### config.mk
export PLATFORM = sky130hd
export DESIGN_NAME = divider4by2
export DESIGN_NICKNAME = d
export VERILOG_FILES = /design/src/rtl/divider4by2.sv
export SDC_FILE = /design/constraint.sdc
export NUM_CORES = 1
export LEC_CHECK = 0
export CORE_AREA = 3 3 59 61
export CTS_CLUSTER_DIAMETER = 100
export DETAILED_ROUTE_END_ITERATION = 7
export DIE_AREA = 0 0 62 64
export PLACE_DENSITY = 0.7
export SYNTH_ARGS = -nofsm -noshare
export SYNTH_HDL_FRONTEND = slang
export SYNTH_SLANG_ARGS = --single-unit
### constraint.sdc
create_clock -name clk -period 4.53 [get_ports clk]
set_input_delay 0.906 -clock clk [delete_from_list [all_inputs] [get_ports clk]]
set_output_delay 0.906 -clock clk [all_outputs]
set_load 0.01 [all_outputs]
### src/rtl/divider4by2.sv
// Restoring 4-bit by 2-bit divider: one quotient bit per cycle, MSB first.
// The result goes to one of two held channels (AB/CD). Divide-by-zero short-circuits to Q=F, R=0.
module divider4by2 (
  input  logic       clk,
  input  logic       rst,
  input  logic       start,
  input  logic       E,
  input  logic       S,
  input  logic [3:0] dividend,
  input  logic [1:0] divisor,
  output logic       busy,
  output logic       done,
  output logic       div_by_zero,
  output logic [3:0] QAB,
  output logic [1:0] RAB,
  output logic [3:0] QCD,
  output logic [1:0] RCD
);

  typedef enum logic {IDLE = 1'b0, CALC = 1'b1} state_t;

  state_t     state_q, state_d;
  logic [3:0] dq_q, dq_d;
  logic [1:0] d_q, d_d;
  logic [2:0] r_q, r_d;
  logic [1:0] cnt_q, cnt_d;
  logic       sel_q, sel_d;
  logic       zero_pend_q, zero_pend_d;
  logic       done_q, done_d;
  logic       dbz_q, dbz_d;

  logic [3:0] quot_q [2];
  logic [1:0] rem_q  [2];
  logic [3:0] quot_d [2];
  logic [1:0] rem_d  [2];

  logic       accept;
  logic       last_iter;
  logic [2:0] t;
  logic       q_bit;
  logic [2:0] r_step;
  logic [3:0] dq_step;
  logic       wr_en;
  logic [3:0] wr_quot;
  logic [1:0] wr_rem;

  // A pending divide-by-zero result blocks acceptance for its one cycle.
  assign accept    = (state_q == IDLE) && !zero_pend_q && start && !E;
  assign last_iter = (state_q == CALC) && (cnt_q == 2'd3);

  // One restoring step.
  assign t       = {r_q[1:0], dq_q[3]};
  assign q_bit   = (t >= {1'b0, d_q});
  assign r_step  = q_bit ? (t - {1'b0, d_q}) : t;
  assign dq_step = {dq_q[2:0], q_bit};

  // State register
  always_ff @(posedge clk or posedge rst) begin
    if (rst) begin
      state_q <= IDLE;
    end else begin
      state_q <= state_d;
    end
  end

  // Next-state logic
  always_comb begin
    state_d = state_q;
    case (state_q)
      IDLE:    if (accept && (divisor != 2'd0)) state_d = CALC;
      CALC:    if (cnt_q == 2'd3) state_d = IDLE;
      default: state_d = IDLE;
    endcase
  end

  // Output logic
  always_comb begin
    busy        = (state_q == CALC);
    done        = done_q;
    div_by_zero = dbz_q;
    QAB         = quot_q[0];
    RAB         = rem_q[0];
    QCD         = quot_q[1];
    RCD         = rem_q[1];
  end

  // Datapath next values
  always_comb begin
    dq_d        = dq_q;
    d_d         = d_q;
    r_d         = r_q;
    cnt_d       = cnt_q;
    sel_d       = sel_q;
    dbz_d       = dbz_q;
    zero_pend_d = 1'b0;
    done_d      = 1'b0;
    wr_en       = 1'b0;
    wr_quot     = 4'h0;
    wr_rem      = 2'b00;

    if (accept) begin
      dq_d        = dividend;
      d_d         = divisor;
      sel_d       = S;
      r_d         = 3'd0;
      cnt_d       = 2'd0;
      dbz_d       = 1'b0;
      zero_pend_d = (divisor == 2'd0);
    end

    if (zero_pend_q) begin
      done_d  = 1'b1;
      dbz_d   = 1'b1;
      wr_en   = 1'b1;
      wr_quot = 4'hF;
      wr_rem  = 2'b00;
    end

    if (state_q == CALC) begin
      dq_d  = dq_step;
      r_d   = r_step;
      cnt_d = cnt_q + 2'd1;
      if (last_iter) begin
        done_d  = 1'b1;
        wr_en   = 1'b1;
        wr_quot = dq_step;
        wr_rem  = r_step[1:0];
      end
    end
  end

  always_ff @(posedge clk or posedge rst) begin
    if (rst) begin
      dq_q        <= 4'h0;
      d_q         <= 2'b00;
      r_q         <= 3'd0;
      cnt_q       <= 2'd0;
      sel_q       <= 1'b0;
      zero_pend_q <= 1'b0;
      done_q      <= 1'b0;
      dbz_q       <= 1'b0;
    end else begin
      dq_q        <= dq_d;
      d_q         <= d_d;
      r_q         <= r_d;
      cnt_q       <= cnt_d;
      sel_q       <= sel_d;
      zero_pend_q <= zero_pend_d;
      done_q      <= done_d;
      dbz_q       <= dbz_d;
    end
  end

  // Channel 0 is AB, channel 1 is CD; only the captured selection is written.
  generate
    for (genvar gi = 0; gi < 2; gi++) begin : g_chan
      always_comb begin
        quot_d[gi] = quot_q[gi];
        rem_d[gi]  = rem_q[gi];
        if (wr_en && (sel_q == gi[0])) begin
          quot_d[gi] = wr_quot;
          rem_d[gi]  = wr_rem;
        end
      end

      always_ff @(posedge clk or posedge rst) begin
        if (rst) begin
          quot_q[gi] <= 4'h0;
          rem_q[gi]  <= 2'b00;
        end else begin
          quot_q[gi] <= quot_d[gi];
          rem_q[gi]  <= rem_d[gi];
        end
      end
    end
  endgenerate

endmodule

Word-level counts from Yosys, hierarchy flattened
Cells that the tools add are included.

Flip-flop bits (word level): 27. Input port bits: 11.

Eq/ne operators: 1. Mux-type cells: 21. Add/sub/neg operators: 2. Reduce and logical (&&, ||, !) cells: 13. Bitwise operators: 2. Order comparisons: 1.

Operators by type and width (number): $mux W4 (5); $mux W2 (7); $mux W1 (8); $logic_and A1 B1 Y1 (7); $reduce_bool A2 Y1 (3); $ge A3 B2 Y1 (1); $add A2 B1 Y2 const B (1); $eq A2 B2 Y1 const B (1); $logic_not A1 Y1 (2); $logic_not A2 Y1 (1); $not A1 Y1 (2); $pmux W1 S2 (1); $sub A2 B2 Y2 (1).

Depth between registers and ports, before layout
Depth in word-level cells: 7. Mapped depth: 5. Depth with buffers taken out: 5.

Worst setup path after synthesis
No wires, ideal clock.

Kind: input to register. From: input port E. To: register r_q[1]. Stages on the path: 4. Slack: 2.603 ns. Data arrival time: 1.809 ns. Path through: or4b_1 -> buf_2 -> and3_1 -> a21o_1.

Word-level cells in the longest chain between the ends: 3.

RTL lines: from (decl) (RTL line 7) `input logic E,`; $logic_not A1 Y1 (RTL line 48) `assign accept = (state_q == IDLE) && !zero_pend_q && start && !E;`; $logic_and A1 B1 Y1 (RTL line 48); $reduce_bool A2 Y1 (no line); to (signal assigned) (RTL line 145) `r_q <= r_d;`; to (decl) (RTL line 25) `logic [2:0] r_q, r_d;`.

Every way passes these cells. A chain may end at the register's enable or synchronous reset.

Final worst setup path
From: register state_q (netlist: busy). To: output port busy.

RTL lines: from (decl) (RTL line 22) `state_t state_q, state_d;`; from (signal assigned) (RTL line 62) `state_q <= state_d;`; to (decl) (RTL line 11) `output logic busy,`.

No word-level cell between the ends.

==> flow_summary.toml <==
[yosys]
yosysTopAreaCellShare_pct = 57.4
ys_seq_elements = 27
postSynthCellCount = 109
synth_cell_types = 32
avgSynthCellArea_um2 = 10.8
synth_enable_flop_cells = 0
async_reset_ff_share_pct = 100
synth_area_leaders = "dfrtp_1 (57%), nand2_1 (5.7%), o22a_1 (4.5%), mux2i_1 (3.4%), ha_1 (3.2%)"
ys_seq_area_share_pct = 57.4
netlist_area_um2 = 1180
synth.largest_area_cell = "dfrtp_1"
syn_nets = 123
synth.yosys.warnings = 0
synth-main-ff-cell = "dfrtp_1"

[route]
wl_per_cell_um = 13.9
first_pass_iters = 4
drt_iter0_drc = 41
remaining_drc_errors = 0
vias = 909
routed_wl_mm = 2.47
routed_via_density = 5.11
antenna_left = 0

[critical_path]
crit-reg2reg-launch = "busy"
cp_slowest_cell = "dfrtp_1"
required_ps = 3620
cpPeakStageDelay_ps = 690
startpoint = "busy"
path_depth = 1
cp.arrival_ps = 1650
crit_chain = "clkdlybuf4s50_1"
timing.rr.end = "dq_q[2]"
path_buf_inv = 1
path_delay_family = "flip-flops"
cp-start-kind = "register"
endpoint = "busy"
worstPathMaxFanout = 16
crit_type = "reg -> out"
regToRegSetupSlack_ps = 2470
rr_worst_depth = 3
end_kind = "output port"

[clock_network]
cts_setup_buffers = 0
clk_pin_slew_ps = 150
cts-root-buf = "clkbuf_4"
cts_inserted_buffers = 3
cts_tree = "yes"
post_cts_resized = 0
clk_latency_ps = 320
clock_sink_count = 27
clock_path_buffers = 2
cts_hold_buf = 0
htree_levels = 1

[job]
maxCapViolations = 0

[sta]
finClkSkew_ps = 1.50
setup_viol = 0
worst_slew_pin_slew_ps = 1100
rsz0062_at_grt = "false"
fin_crit_ps = 2560
drv_slew = 0
finalSetupTns_ps = 0
slew_headroom_pct = 26.2
fmax_mhz = 391
fin_crit_sh_pct = 56.4
finalHoldViolations = 0

[power]
power_density_nw_per_um2 = 680
finalPower_w = 0.00101
ir_drop_mv = 0.258
leakage_nw = 0.641

[grt]
grt_pass1_wl_mm = 4.31
use_met2_pct = 19.0
grt_pass1_vias = 850
top_usage_layer = "met1"
met3_usage_pct = 2.02
track_usage_pct = 14.4
antenna_found_initial = 0
grt_overflow = 0
grt_util_met1_pct = 23.4
grt_max_degree = 28

[final_layout]
final_common_cell = "dfrtp_1"
fin_nets = 149
fillers = 293
final_cell_mix = "dfrtp_1 (27), clkdlybuf4s50_1 (25), nand2_1 (18), o22a_1 (6)"
synthToLayoutAreaGrowth_pct = 26.8
stdcell_count = 178
n_antenna_cell = 0
final_cell_area_um2 = 1490
drive_above_1_share_pct = 4.48

[place]
gp_congestion = 0.751
io_buffer_count = 25
dp_cells = 174
placed_area_um2 = 1460
dpl.hpwl_mm = 1.84

[floorplan]
fp.coreArea_um2 = 3030
start_util_pct = 38.9
io_pins = 26
die_area_um2 = 3970
rows = 20
dieHeight_um = 64
die_x_um = 62

[status]
status = "complete, no violations"

[min_path]
hold_path_class = "reg -> reg"
worst reg2reg max path: stages, from the launching register on:
cell,delay (ps)
dfrtp_1,590
nor4b_2,1010
mux2i_1,280
o21ai_1,70
sequential cells by signal, indices dropped and copies added (netlist names):
name,count
d_q,2
cnt_q,2
done,1
QAB,4
dq_q,4
zero_pend_q,1
RAB,2
sel_q,1
busy,1
RCD,2
div_by_zero,1
QCD,4
r_q,2
Yosys cell counts (2+ instances only):
library cell / n
dfrtp_1: 27
nand2_1: 18
o22a_1: 6
inv_1: 5
o21ai_1: 5
a21oi_1: 4
mux2i_1: 4
nor2_1: 4
o21ai_0: 4
ha_1: 3
a211oi_1: 2
a22o_1: 2
nand2b_1: 2
nor2b_1: 2
o2bb2ai_1: 2
o31ai_1: 2
or2_1: 2
where the power goes:
part	total, W	leakage, nW	switching [W]	internal (W)
Clock	0.000107	0.0139	0.0000728	0.0000338
Sequential	0.000445	0.325	0.0000977	0.000348
Combinational	0.000463	0.302	0.000221	0.000242
per-stage QoR:
| stage | setup slack, ps | hold WS (ps) | util [%] |
|---|---|---|---|
| CTS | 1960 | 502 | 49.3 |
| global route | 1850 | 510 | 49.3 |
| floorplan | 2600 | 449 | - |
| detailed placement | 1790 | 473 | 48.3 |
| global placement | 1840 | 471 | 48.3 |
| finish | 1970 | 495 | 49.3 |
metal layers:
| layer | vias up | share of wire (%) |
|---|---|---|
| met2 | 18 | 46 |
| met1 | 450 | 49 |
| met3 | 2 | 4.3 |
| met4 | 0 | 0.36 |
| li1 | 439 | - |
| met5 | - | 0 |
kinds of logic after synthesis:
kind of cell / Yosys count / share of synthesized area (%)
and+or+nand+nor: 34 / 14.2
AOI/OAI and AO/OA: 31 / 18.2
DFF: 27 / 57.4
buffers and inverters: 10 / 3.61
muxes: 4 / 3.40
adders and majority gates: 3 / 3.19
layout make-up:
type / instances / area, µm² / share of cell area [%]
Clock buffer: 3 / 22.5 / 1.51
Sequential cell: 27 / 676 / 45.3
Multi-Input combinational cell: 72 / 459 / 30.8
Tap cell: 44 / 55.1 / 3.69
Clock inverter: 1 / 7.51 / 0.503
Inverter: 6 / 22.5 / 1.51
Timing Repair Buffer: 25 / 250 / 16.8
worst min-delay path by stage:
stage | startpoint | end | slack [ps] | cells past startpoint
finish | cnt_q[0] | cnt_q[0] | 490 | 1
detailed placement | RCD[0] | RCD[0] | 470 | 1
CTS | cnt_q[0] | cnt_q[0] | 500 | 1
global route | cnt_q[0] | cnt_q[0] | 510 | 1
global placement | cnt_q[0] | cnt_q[0] | 470 | 1
floorplan | d_q[0] | d_q[0] | 450 | 2
Power figures use the tool's default switching activity.
